### src/rtl/memory_controller_if.sv
// memory_controller_if: RAM port plus fetch and load/store request buses of the memory controller
interface memory_controller_if #(
  parameter int ADDR_WIDTH = 32
);
  logic                  readyIn;
  logic                  clearIn;
  logic [7:0]            ramDataIn;
  logic [7:0]            ramDataOut;
  logic [ADDR_WIDTH-1:0] ramAddr;
  logic                  ramWrite;
  logic                  ioBufferFull;
  logic                  fetchFlag;
  logic [ADDR_WIDTH-1:0] fetchAddr;
  logic                  fetchOkFlag;
  logic [31:0]           fetchData;
  logic                  lsbFlag;
  logic [2:0]            lsbOp;
  logic [ADDR_WIDTH-1:0] lsbAddr;
  logic [31:0]           lsbDataIn;
  logic [31:0]           lsbDataOut;
  logic                  lsbOkFlag;
  modport master (
    input  readyIn, clearIn, ramDataIn, ioBufferFull, fetchFlag, fetchAddr,
           lsbFlag, lsbOp, lsbAddr, lsbDataIn,
    output ramDataOut, ramAddr, ramWrite, fetchOkFlag, fetchData, lsbDataOut, lsbOkFlag
  );
  modport slave (
    output readyIn, clearIn, ramDataIn, ioBufferFull, fetchFlag, fetchAddr,
           lsbFlag, lsbOp, lsbAddr, lsbDataIn,
    input  ramDataOut, ramAddr, ramWrite, fetchOkFlag, fetchData, lsbDataOut, lsbOkFlag
  );
endinterface

### src/rtl/memory_controller.sv
// memory_controller: arbitrates fetch and load/store onto a byte-wide RAM, one byte per cycle,
// little-endian assembly, one-cycle OK pulse to the granted requester.
module memory_controller #(
  parameter int ADDR_WIDTH = 32,
  parameter int IO_MASK_HI = 17
) (
  input logic clockIn,
  input logic resetIn,
  memory_controller_if.master bus
);
  localparam logic [1:0] IDLE = 2'd0, READ = 2'd1, WRITE = 2'd2;
  logic [1:0]            state_q;
  logic [2:0]            cnt_q, n_q, n_d, nxt;
  logic [ADDR_WIDTH-1:0] addr_q;
  logic [31:0]           wdata_q, data_q, data_d, fetch_data_q, lsb_data_q;
  logic [7:0]            dout_q;
  logic [1:0]            k;
  logic                  wr_q, fetch_ok_q, lsb_ok_q, owner_q, last_grant_q;
  logic                  cand_f, cand_l, grant_l, stall;
  always_comb begin
    cand_f  = bus.fetchFlag & ~fetch_ok_q;
    cand_l  = bus.lsbFlag & ~lsb_ok_q;
    grant_l = cand_l & (~cand_f | ~last_grant_q);
    n_d     = (~grant_l | bus.lsbOp[1]) ? 3'd4 : bus.lsbOp[0] ? 3'd2 : 3'd1;
    stall   = addr_q[IO_MASK_HI -: 2] == 2'b11 && bus.ioBufferFull;
    nxt     = cnt_q + 3'd1;
    k       = cnt_q[1:0] - 2'd1;
    data_d  = data_q;
    data_d[{k, 3'b000} +: 8] = bus.ramDataIn;
  end
  assign bus.ramAddr     = addr_q;
  assign bus.ramDataOut  = dout_q;
  assign bus.ramWrite    = wr_q & bus.readyIn & ~stall;
  assign bus.fetchOkFlag = fetch_ok_q;
  assign bus.lsbOkFlag   = lsb_ok_q;
  assign bus.fetchData   = fetch_data_q;
  assign bus.lsbDataOut  = lsb_data_q;
  always_ff @(posedge clockIn) begin
    if (resetIn) begin
      state_q      <= IDLE;
      cnt_q        <= '0;
      n_q          <= '0;
      addr_q       <= '0;
      wdata_q      <= '0;
      data_q       <= '0;
      dout_q       <= '0;
      wr_q         <= 1'b0;
      fetch_ok_q   <= 1'b0;
      lsb_ok_q     <= 1'b0;
      fetch_data_q <= '0;
      lsb_data_q   <= '0;
      owner_q      <= 1'b0;
      last_grant_q <= 1'b0;
    end else if (bus.readyIn) begin
      fetch_ok_q <= 1'b0;
      lsb_ok_q   <= 1'b0;
      if (state_q == IDLE) begin
        if (!bus.clearIn && (cand_f || cand_l)) begin
          owner_q      <= grant_l;
          last_grant_q <= grant_l;
          n_q          <= n_d;
          cnt_q        <= '0;
          addr_q       <= grant_l ? bus.lsbAddr : bus.fetchAddr;
          wdata_q      <= bus.lsbDataIn;
          data_q       <= '0;
          dout_q       <= bus.lsbDataIn[7:0];
          wr_q         <= grant_l & bus.lsbOp[2];
          state_q      <= (grant_l & bus.lsbOp[2]) ? WRITE : READ;
        end
      end else if (state_q == READ) begin
        // read data trails its address by two edges, so capture runs one index behind cnt
        if (bus.clearIn) state_q <= IDLE;
        else begin
          cnt_q <= nxt;
          if (nxt < n_q) addr_q <= addr_q + ADDR_WIDTH'(1);
          if (cnt_q != 3'd0) data_q <= data_d;
          if (cnt_q == n_q) begin
            state_q <= IDLE;
            if (owner_q) begin
              lsb_data_q <= data_d;
              lsb_ok_q   <= 1'b1;
            end else begin
              fetch_data_q <= data_d;
              fetch_ok_q   <= 1'b1;
            end
          end
        end
      end else if (!stall) begin
        if (nxt == n_q) begin
          wr_q     <= 1'b0;
          lsb_ok_q <= 1'b1;
          state_q  <= IDLE;
        end else begin
          cnt_q  <= nxt;
          addr_q <= addr_q + ADDR_WIDTH'(1);
          dout_q <= 8'(wdata_q >> {nxt[1:0], 3'b000});
        end
      end
    end
  end
endmodule

### src/flat_wrapper.sv
// flat-port wrapper written by rule: the top's interface ports become plain ports
module memory_controller_flat 
#(
  parameter int ADDR_WIDTH = 32,
  parameter int IO_MASK_HI = 17
)
  (clockIn, resetIn, bus_readyIn, bus_clearIn, bus_ramDataIn, bus_ioBufferFull, bus_fetchFlag, bus_fetchAddr, bus_lsbFlag, bus_lsbOp, bus_lsbAddr, bus_lsbDataIn, bus_ramDataOut, bus_ramAddr, bus_ramWrite, bus_fetchOkFlag, bus_fetchData, bus_lsbDataOut, bus_lsbOkFlag);
  memory_controller_if #(.ADDR_WIDTH(ADDR_WIDTH)) bus_i ();
  input logic clockIn;
  input logic resetIn;
  input wire logic [$bits(bus_i.readyIn)-1:0] bus_readyIn;
  input wire logic [$bits(bus_i.clearIn)-1:0] bus_clearIn;
  input wire logic [$bits(bus_i.ramDataIn)-1:0] bus_ramDataIn;
  input wire logic [$bits(bus_i.ioBufferFull)-1:0] bus_ioBufferFull;
  input wire logic [$bits(bus_i.fetchFlag)-1:0] bus_fetchFlag;
  input wire logic [$bits(bus_i.fetchAddr)-1:0] bus_fetchAddr;
  input wire logic [$bits(bus_i.lsbFlag)-1:0] bus_lsbFlag;
  input wire logic [$bits(bus_i.lsbOp)-1:0] bus_lsbOp;
  input wire logic [$bits(bus_i.lsbAddr)-1:0] bus_lsbAddr;
  input wire logic [$bits(bus_i.lsbDataIn)-1:0] bus_lsbDataIn;
  output wire logic [$bits(bus_i.ramDataOut)-1:0] bus_ramDataOut;
  output wire logic [$bits(bus_i.ramAddr)-1:0] bus_ramAddr;
  output wire logic [$bits(bus_i.ramWrite)-1:0] bus_ramWrite;
  output wire logic [$bits(bus_i.fetchOkFlag)-1:0] bus_fetchOkFlag;
  output wire logic [$bits(bus_i.fetchData)-1:0] bus_fetchData;
  output wire logic [$bits(bus_i.lsbDataOut)-1:0] bus_lsbDataOut;
  output wire logic [$bits(bus_i.lsbOkFlag)-1:0] bus_lsbOkFlag;
  assign bus_i.readyIn = bus_readyIn;
  assign bus_i.clearIn = bus_clearIn;
  assign bus_i.ramDataIn = bus_ramDataIn;
  assign bus_i.ioBufferFull = bus_ioBufferFull;
  assign bus_i.fetchFlag = bus_fetchFlag;
  assign bus_i.fetchAddr = bus_fetchAddr;
  assign bus_i.lsbFlag = bus_lsbFlag;
  assign bus_i.lsbOp = bus_lsbOp;
  assign bus_i.lsbAddr = bus_lsbAddr;
  assign bus_i.lsbDataIn = bus_lsbDataIn;
  assign bus_ramDataOut = bus_i.ramDataOut;
  assign bus_ramAddr = bus_i.ramAddr;
  assign bus_ramWrite = bus_i.ramWrite;
  assign bus_fetchOkFlag = bus_i.fetchOkFlag;
  assign bus_fetchData = bus_i.fetchData;
  assign bus_lsbDataOut = bus_i.lsbDataOut;
  assign bus_lsbOkFlag = bus_i.lsbOkFlag;
  memory_controller #(.ADDR_WIDTH(ADDR_WIDTH), .IO_MASK_HI(IO_MASK_HI)) u_core (.clockIn(clockIn), .resetIn(resetIn), .bus(bus_i));
endmodule
### config.mk
export PLATFORM = sky130hd
export DESIGN_NAME = memory_controller_flat
export DESIGN_NICKNAME = d
export VERILOG_FILES = /design/src/rtl/memory_controller_if.sv /design/src/rtl/memory_controller.sv /design/src/flat_wrapper.sv
export SDC_FILE = /design/constraint.sdc
export NUM_CORES = 1
export LEC_CHECK = 0
export BUFFER_PORTS_ARGS = -buffer_cell sky130_fd_sc_hd__buf_2
export CAP_MARGIN = 20
export CORE_MARGIN = 2
export CORE_UTILIZATION = 35
export DETAILED_ROUTE_END_ITERATION = 12
export SLEW_MARGIN = 20
export SYNTH_ARGS = -nofsm -noshare
export SYNTH_HDL_FRONTEND = slang
export SYNTH_SLANG_ARGS = --single-unit
export TNS_END_PERCENT = 20
### constraint.sdc
create_clock -name clockIn -period 3.4 [get_ports clockIn]
set_input_delay 0.34 -clock clockIn [delete_from_list [all_inputs] [get_ports clockIn]]
set_output_delay 0.34 -clock clockIn [all_outputs]
set_load 0.03 [all_outputs]
==> metrics.md, run 1 <==
| Metric | Value |
|---|---|
| WL per Instance | `15.68 um` |
| FF-to-FF path depth | `9` |
| Seq/Total Area, Yosys | `0.4270` |
| DR top layer | `met4` |
| EDFF count, synth | `0` |
| Power per Cell Area | `489.4 nW/um^2` |
| Clk sinks | `180` |
| Final count of hold timing violations | `0` |
| Status | `finished clean` |
| CP Launch Type | `register` |
| Setup TNS | `0 ns` |
| Reg-to-Reg Start | `u_core.cnt_q[0]` |
| Max_slew headroom | `0.2787` |
| Worst r2r dst | `u_core.bus.ramAddr[0]` |
| Initial DRC Count | `535` |
| Final Skew | `0.01536 ns` |
| Worst Hold Class | `in2reg` |
| CTS H-Tree Depth | `4` |
| Initial antenna violation count | `0` |
| # rows | `56` |
| Number of global-route vias before repair | `7,660` |
| Hold Crit Depth | `3` |
| CTS tree | `built` |
| Share of the synthesized area in the top cell type | `0.4270` |
| Post-Synthesis Cell Area | `8438 um^2` |
| Post-DP HPWL | `17,270 um` |
| Ant diodes | `0` |
| Switch share | `0.2723` |
| Nets | `1,394` |
| Tightest Pin Transition | `1.082 ns` |
| CP endpoint | `u_core.bus.ramAddr[0]` |
| Max Cap Viol | `0` |
| Die Wd | `159.3 um` |
| FFs w/ async S/R, synth | `0` |
| RSZ-0062 raised after global routing | `false` |
| Synth top area cells | `dfxtp_1 43%, a21oi_1 9.6%, nand2_1 7.1%, a211oi_1 6.2%, nor2_1 6.1%` |
| Period utilisation layout | `0.8532` |
| Synth warnings | `0` |
| Share of layout cells above drive strength 1 | `0.2311` |
| Tmin final | `2.901 ns` |
| Largest area contributor in the netlist | `dfxtp_1` |
| GR Util All Layers | `0.1959` |
| Post-Route WL | `25,090 um` |
| Number of I/O pins | `221` |
| Die Span Y | `159.3 um` |
| Die ar. | `25,370 um^2` |
| Clock Power Share | `0.431` |
| Drt pass-1 iters | `7` |
| Vias/cell | `5.179` |
| DR vias | `8,287` |
| Clk_lat worst skew | `0.43 ns` |
| Final Non-Filler Cells | `1,600` |
| Global route total overflow | `0` |
| Largest net degree at the start of global routing | `76` |
| Cells after DPL | `1,570` |
| Clock slew at reported path FFs | `0.07 ns` |
| Syn nets | `1,215` |
| Seq pwr share | `0.437` |
| Metal3 WL | `1259 um` |
| Slew Limit Fails | `0` |
| CTS root buf | `clkbuf_16` |
| Fillcell total | `2,459` |
| Worst vdd ir | `0.2624 mV` |
| PortBufs | `220` |
| Cts bufs inserted | `17` |
| Worst Path Arrival | `3.25 ns` |
| DRC Markers | `0` |
| Post-cts sizing count | `0` |
| Comb pwr share | `0.132` |
| CORE AREA | `23,540 um^2` |
| DRT antenna net count | `0` |
| Leakage power | `4.170 nW` |
| Seq cells post-synth | `180` |
| P_sw | `1.401 mW` |
| Maximum fanout along the worst path | `30` |
| First-pass GRT wire length | `40,830 um` |
| WP data required | `3.74 ns` |
| Unique masters post-synth | `57` |
| Total setup buffers inserted after CTS | `0` |
| Int Power | `3.744 mW` |
| Final GP Congestion | `0.7963` |
| Ys flop type | `dfxtp_1` |
| FMAX | `0.3447 GHz` |
| Final Setup Violations | `0` |
| R2R Setup Slk | `0.50 ns` |
| Cell count after synthesis | `1,091` |
| Post-synthesis average cell area | `7.734 um^2` |
| Area Overhead vs Synth | `24.57%` |
| Critical path class | `reg2reg` |
| Hold buffer count at cts | `0` |
| Initial core utilization | `0.3584` |
| Most frequent cells in the layout | `219 x buf_2, 180 x dfxtp_1, 161 x a21oi_1` |
| Final hold slack | `0.1429 ns` |
| Commonest non-fill, non-tap cell in the layout | `buf_2` |
| CP startpoint | `u_core.cnt_q[0]` |
| CTS max path bufs | `2` |
| Metal-1 WL | `11,490 um` |
| CP Capture Type | `register` |
| Met2 WL | `11,970 um` |
## worst min-delay path by stage
| stage | slack [ns] | from | end |
|---|---|---|---|
| after floorplan | 0.43 | u_core.wdata_q[0] | u_core.wdata_q[0] |
| after global placement | 0.44 | u_core.wdata_q[31] | u_core.wdata_q[31] |
| after detailed placement | 0.45 | u_core.wdata_q[20] | u_core.wdata_q[20] |
| after CTS | 0.13 | bus_lsbDataIn[13] | u_core.wdata_q[13] |
| after global routing | 0.13 | bus_lsbDataIn[14] | u_core.wdata_q[14] |
| final | 0.14 | bus_lsbDataIn[17] | u_core.wdata_q[17] |
## metrics by stage
stage,instance area [um^2],worst slack (ns),utilization,power (mW)
after floorplan,8438,0.2845,-,2.722
after global placement,9853,0.5573,0.4185,2.971
after detailed placement,9853,0.5057,0.4185,2.977
after CTS,10510,0.4901,0.4465,5.194
after global routing,10510,0.3031,0.4465,5.351
final,10510,0.4990,0.4465,5.145
## cells in the mapped netlist (6+ instances only)
master,count
and4_1,6
a21oi_1,162
a211oi_1,70
a31oi_1,11
a311oi_1,9
ha_1,10
nand3_1,27
nand4_1,7
nor2b_1,36
nor4_1,6
nor2_1,138
buf_1,10
buf_2,13
o21ai_0,45
nor3_1,57
and3_1,12
clkbuf_1,57
mux4_2,8
nand2_1,159
dfxtp_1,180
inv_1,7
## worst max-delay path, stage by stage (launching register included)
cell and delay (ns):
dfxtp_1 0.46, inv_1 0.10, ha_1 0.33, ha_1 0.29, and3_1 0.20, o21ai_2 0.17
o211ai_4 0.15, or2_4 0.41, or4_1 0.55, a31oi_1 0.16
## per-layer routing
layer | vias up | global-route usage
met1 | 3812 | 0.2642
met5 | - | 0
met2 | 224 | 0.3170
met4 | 0 | 0.05496
li1 | 4230 | -
met3 | 21 | 0.04246
## state kept, by name, indices dropped and copies added (netlist names)
signal and flops:
u_core.bus.fetchData 32, u_core.bus.lsbDataOut 32, u_core.bus.ramAddr 32, u_core.data_q 32
u_core.wdata_q 32, u_core.bus.ramDataOut 8, u_core.cnt_q 3, u_core.n_q 3
u_core.state_q 2, u_core.bus.fetchOkFlag 1, u_core.bus.lsbOkFlag 1, u_core.owner_q 1
u_core.wr_q 1
## kinds of logic after synthesis
kind of cell	Yosys count	share of synthesized area
compound gates	324	0.2301
xor+xnor	3	0.003114
fa+ha+maj	10	0.01483
buf+inv	90	0.04300
flops	180	0.4270
mux	13	0.02728
simple gates	471	0.2546
## final cells by class
class / instances / area [um^2] / area share
clock inverter: 12 / 219.0 / 0.02083
sequential: 180 / 3603 / 0.3428
multi-input combinational: 821 / 4511 / 0.4291
inverter: 8 / 30.03 / 0.002857
clock buffer: 18 / 439.2 / 0.04178
timing repair buffer: 242 / 1310 / 0.1246
tap: 319 / 399.1 / 0.03797
## power groups by stage
| stage | registers (mW) | logic (mW) | clock network, mW |
|---|---|---|---|
| 4_1_cts | 2.25 | 0.683 | 2.26 |
| 3_5_place_dp | 2.29 | 0.682 | 0 |
| 3_3_place_gp | 2.29 | 0.677 | 0 |
| 2_1_floorplan | 2.36 | 0.360 | 0 |
| 6_report | 2.25 | 0.679 | 2.22 |
| 5_1_grt | 2.26 | 0.749 | 2.34 |
(Power assumes the default switching activity.)
==> run 2: changes to the inputs <==
--- a/config.mk
+++ b/config.mk
@@ -7,9 +7,12 @@
 export LEC_CHECK = 0
 export BUFFER_PORTS_ARGS = -buffer_cell sky130_fd_sc_hd__buf_2
 export CAP_MARGIN = 20
+export CELL_PAD_IN_SITES_DETAIL_PLACEMENT = 1
+export CELL_PAD_IN_SITES_GLOBAL_PLACEMENT = 2
 export CORE_MARGIN = 2
-export CORE_UTILIZATION = 35
+export CORE_UTILIZATION = 30
 export DETAILED_ROUTE_END_ITERATION = 12
+export PLACE_DENSITY_LB_ADDON = 0.1
 export SLEW_MARGIN = 20
 export SYNTH_ARGS = -nofsm -noshare
 export SYNTH_HDL_FRONTEND = slang
==> constraint.sdc (replaced) <==
create_clock -name clockIn -period 3.4 [get_ports clockIn]
set_input_delay 0.17 -clock clockIn [delete_from_list [all_inputs] [get_ports clockIn]]
set_output_delay 0.17 -clock clockIn [all_outputs]
set_load 0.03 [all_outputs]
==> run 2 against run 1 <==
Against the previous run:
- power fell by 2.8%
- die area grew 16%
- clock power shrank 9.0%
- sequential share of layout area decreased by 1.1 points
- final cell count is 5.8% higher
- hold slack worse by 0.13 ns
- critical path type unchanged
- highest routed layer is now met5
==> metrics.md, run 2 (same netlist as run 1, synthesis figures left out) <==
| Metric | Value |
|---|---|
| P_sw | `1.525 mW (+8.8%)` |
| DRT antenna net count | `0 (unchanged)` |
| WP data required | `3.75 ns (about the same)` |
| Area Overhead vs Synth | `28.57%` |
| GR Util All Layers | `0.1995 (+0.003512)` |
| Clk sinks | `180 (unchanged)` |
| Fillcell total | `3,439 (+40%)` |
| Final WS setup | `0.3807 ns (-0.1183 ns)` |
| Int Power | `3.476 mW (-7.1%)` |
| Period utilisation layout | `0.8880 (+0.03480)` |
| WL per Instance | `17.46 um (+11%)` |
| Largest stage delay, worst path | `0.56 ns (about the same)` |
| Crit path cell chain | `inv_1 > ha_1 > ha_1 > nor2b_1 > o21ai_0 > a311oi_1 > buf_4 > or2_4 > or4_1 > a31oi_1` |
| Max Cap Viol | `0 (unchanged)` |
| Initial core utilization | `0.3046 (-0.05385)` |
| Leakage power | `4.280 nW (+2.6%)` |
| Crit path max-delay family | `simple AND/OR/NAND/NOR gates` |
| Final Non-Filler Cells | `1,693 (+5.8%)` |
| Most used cell, CP | `ha_1` |
| Most frequent cells in the layout | `219 x buf_2, 180 x dfxtp_1, 161 x a21oi_1` |
| Cells after DPL | `1,629 (+3.8%)` |
| Max_slew headroom | `0.3772 (+0.09850)` |
| Number of global-route vias before repair | `8,284 (+8.1%)` |
| Post-DP HPWL | `19,960 um (+16%)` |
| CTS root buf | `clkbuf_16` |
| Maximum fanout along the worst path | `30 (unchanged)` |
| Final GP Congestion | `0.7488 (-6.0%)` |
| Slew Limit Fails | `0 (unchanged)` |
| Largest net degree at the start of global routing | `103 (+36%)` |
| Number of I/O pins | `221 (unchanged)` |
| Worst Path Arrival | `3.37 ns (+0.12 ns)` |
| Final Setup Violations | `0 (unchanged)` |
| Die Wd | `171.7 um (+7.8%)` |
| Tmin final | `3.019 ns (+0.1183 ns)` |
| Final count of hold timing violations | `0 (unchanged)` |
| Status | `finished clean` |
| Worst Hold Class | `in2reg` |
| FMAX | `0.3312 GHz (-3.9%)` |
| CTS max path bufs | `2 (unchanged)` |
| Switch share | `0.3049 (+0.03258)` |
| CP bufs+invs | `2 (+1)` |
| Global route total overflow | `0 (unchanged)` |
| CP Capture Type | `register` |
| Final hold slack | `0.01179 ns (-0.1311 ns)` |
| Seq pwr share | `0.450 (+0.013)` |
| Critical path class | `reg2reg` |
| Die ar. | `29,480 um^2 (+16%)` |
| Vias/cell | `5.037 (-2.8%)` |
| Post-Route WL | `29,560 um (+18%)` |
| Slowest cell on crit path | `or4_1` |
| RSZ-0062 raised after global routing | `false` |
| Pre-CTS setup slack | `0.3807 ns (-0.1250 ns)` |
| Die Span Y | `171.7 um (+7.8%)` |
| Clk_lat worst skew | `0.45 ns (+0.02 ns)` |
| Initial DRC Count | `415 (-22%)` |
| Tightest Pin Transition | `0.9342 ns (-0.1478 ns)` |
| Commonest non-fill, non-tap cell in the layout | `buf_2` |
| Power per Cell Area | `461.0 nW/um^2 (-5.8%)` |
| # rows | `61 (+8.9%)` |
| First-pass GRT wire length | `46,110 um (+13%)` |
| Cts bufs inserted | `17 (unchanged)` |
| Initial antenna violation count | `2 (+2)` |
| Setup TNS | `0 ns (unchanged)` |
| DRC Markers | `0 (unchanged)` |
| Worst vdd ir | `0.2333 mV (-11%)` |
| Clock slew at reported path FFs | `0.07 ns (about the same)` |
| CTS tree | `built` |
| Drt pass-1 iters | `4 (-3)` |
| Comb pwr share | `0.146 (+0.014)` |
| CTS H-Tree Depth | `4 (unchanged)` |
| Share of layout cells above drive strength 1 | `0.2260 (-0.005042)` |
| PortBufs | `220 (unchanged)` |
| Final Skew | `0.02253 ns (+0.007171 ns)` |
| Clock Power Share | `0.405 (-0.026)` |
| CP Launch Type | `register` |
| CORE AREA | `27,710 um^2 (+18%)` |
| Nets | `1,426 (+2.3%)` |
| DR vias | `8,527 (+2.9%)` |
## run 2: cell count changes in the layout (fill, tap and decap cells not counted), moves of 2 or more
| cell | previous run | this run |
|---|---|---|
| inv_8 | 1 | 3 |
| clkinv_4 | 0 | 3 |
| clkinvlp_4 | 2 | 0 |
| bufinv_16 | 5 | 1 |
| dlygate4sd3_1 | 0 | 32 |
## run 2: cell type report
type / count / area (um^2) / area share
flip-flops and latches: 180 / 3603 / 0.3321
well taps: 378 / 473.0 / 0.04359
multi-input cells: 821 / 4523 / 0.4169
clock inverters: 13 / 157.7 / 0.01453
repair buffers: 274 / 1630 / 0.1503
inverters: 8 / 30.03 / 0.002768
diodes: 1 / 2.502 / 0.0002307
clock buffers: 18 / 429.2 / 0.03956
## run 2: metrics by stage
step / power [mW] / area [um^2] / utilization
floorplan: 2.722 / 8438 / -
global placement: 3.003 / 9940 / 0.3588
detailed placement: 3.010 / 9940 / 0.3588
CTS: 5.074 / 10850 / 0.3915
global route: 5.239 / 10850 / 0.3916
finish: 5.001 / 10850 / 0.3916
## run 2: per-layer routing
metal / share of wire / GRT usage / wire, um / vias to the layer above
met4: 0.0092 / 0.04569 / 271 / 2
li1: - / - / - / 4296
met3: 0.039 / 0.03313 / 1145 / 23
met1: 0.51 / 0.2885 / 15100 / 4052
met5: 0.00054 / 0 / 16 / -
met2: 0.44 / 0.3092 / 13020 / 154
## run 2: what timing repair did
item / CTS / global route
resized for setup: 0 / 0
hold buffers: 32 / 0
setup buffers: 0 / 0
hold endpoints to repair: 37 / 0
setup endpoints to repair: 0 / 0
## run 2: worst paths after layout
path / slack [ns] / depth (start not counted) / endpoint / startpoint
min: 0.01 / 3 / u_core.wdata_q[25] / bus_lsbDataIn[25]
max reg2reg: 0.38 / 10 / u_core.bus.ramAddr[0] / u_core.cnt_q[0]
max: 0.38 / 10 / u_core.bus.ramAddr[0] / u_core.cnt_q[0]
min reg2reg: 0.45 / 2 / u_core.wdata_q[27] / u_core.wdata_q[27]
## run 2: worst reg2reg max path, delay by kind of cell (launching register included)
| family | cells | cell delay, ns |
|---|---|---|
| and+or+nand+nor | 3 | 1.05 |
| adders and majority gates | 2 | 0.62 |
| DFF | 1 | 0.52 |
| AOI/OAI and AO/OA | 3 | 0.42 |
| buffers and inverters | 2 | 0.32 |
## run 2: power by group through the flow
stage	clock network, mW	registers (mW)	logic [mW]
floorplan	0	2.36	0.360
global placement	0	2.30	0.707
detailed placement	0	2.30	0.712
CTS	2.08	2.25	0.743
global route	2.17	2.26	0.806
finish	2.02	2.25	0.729
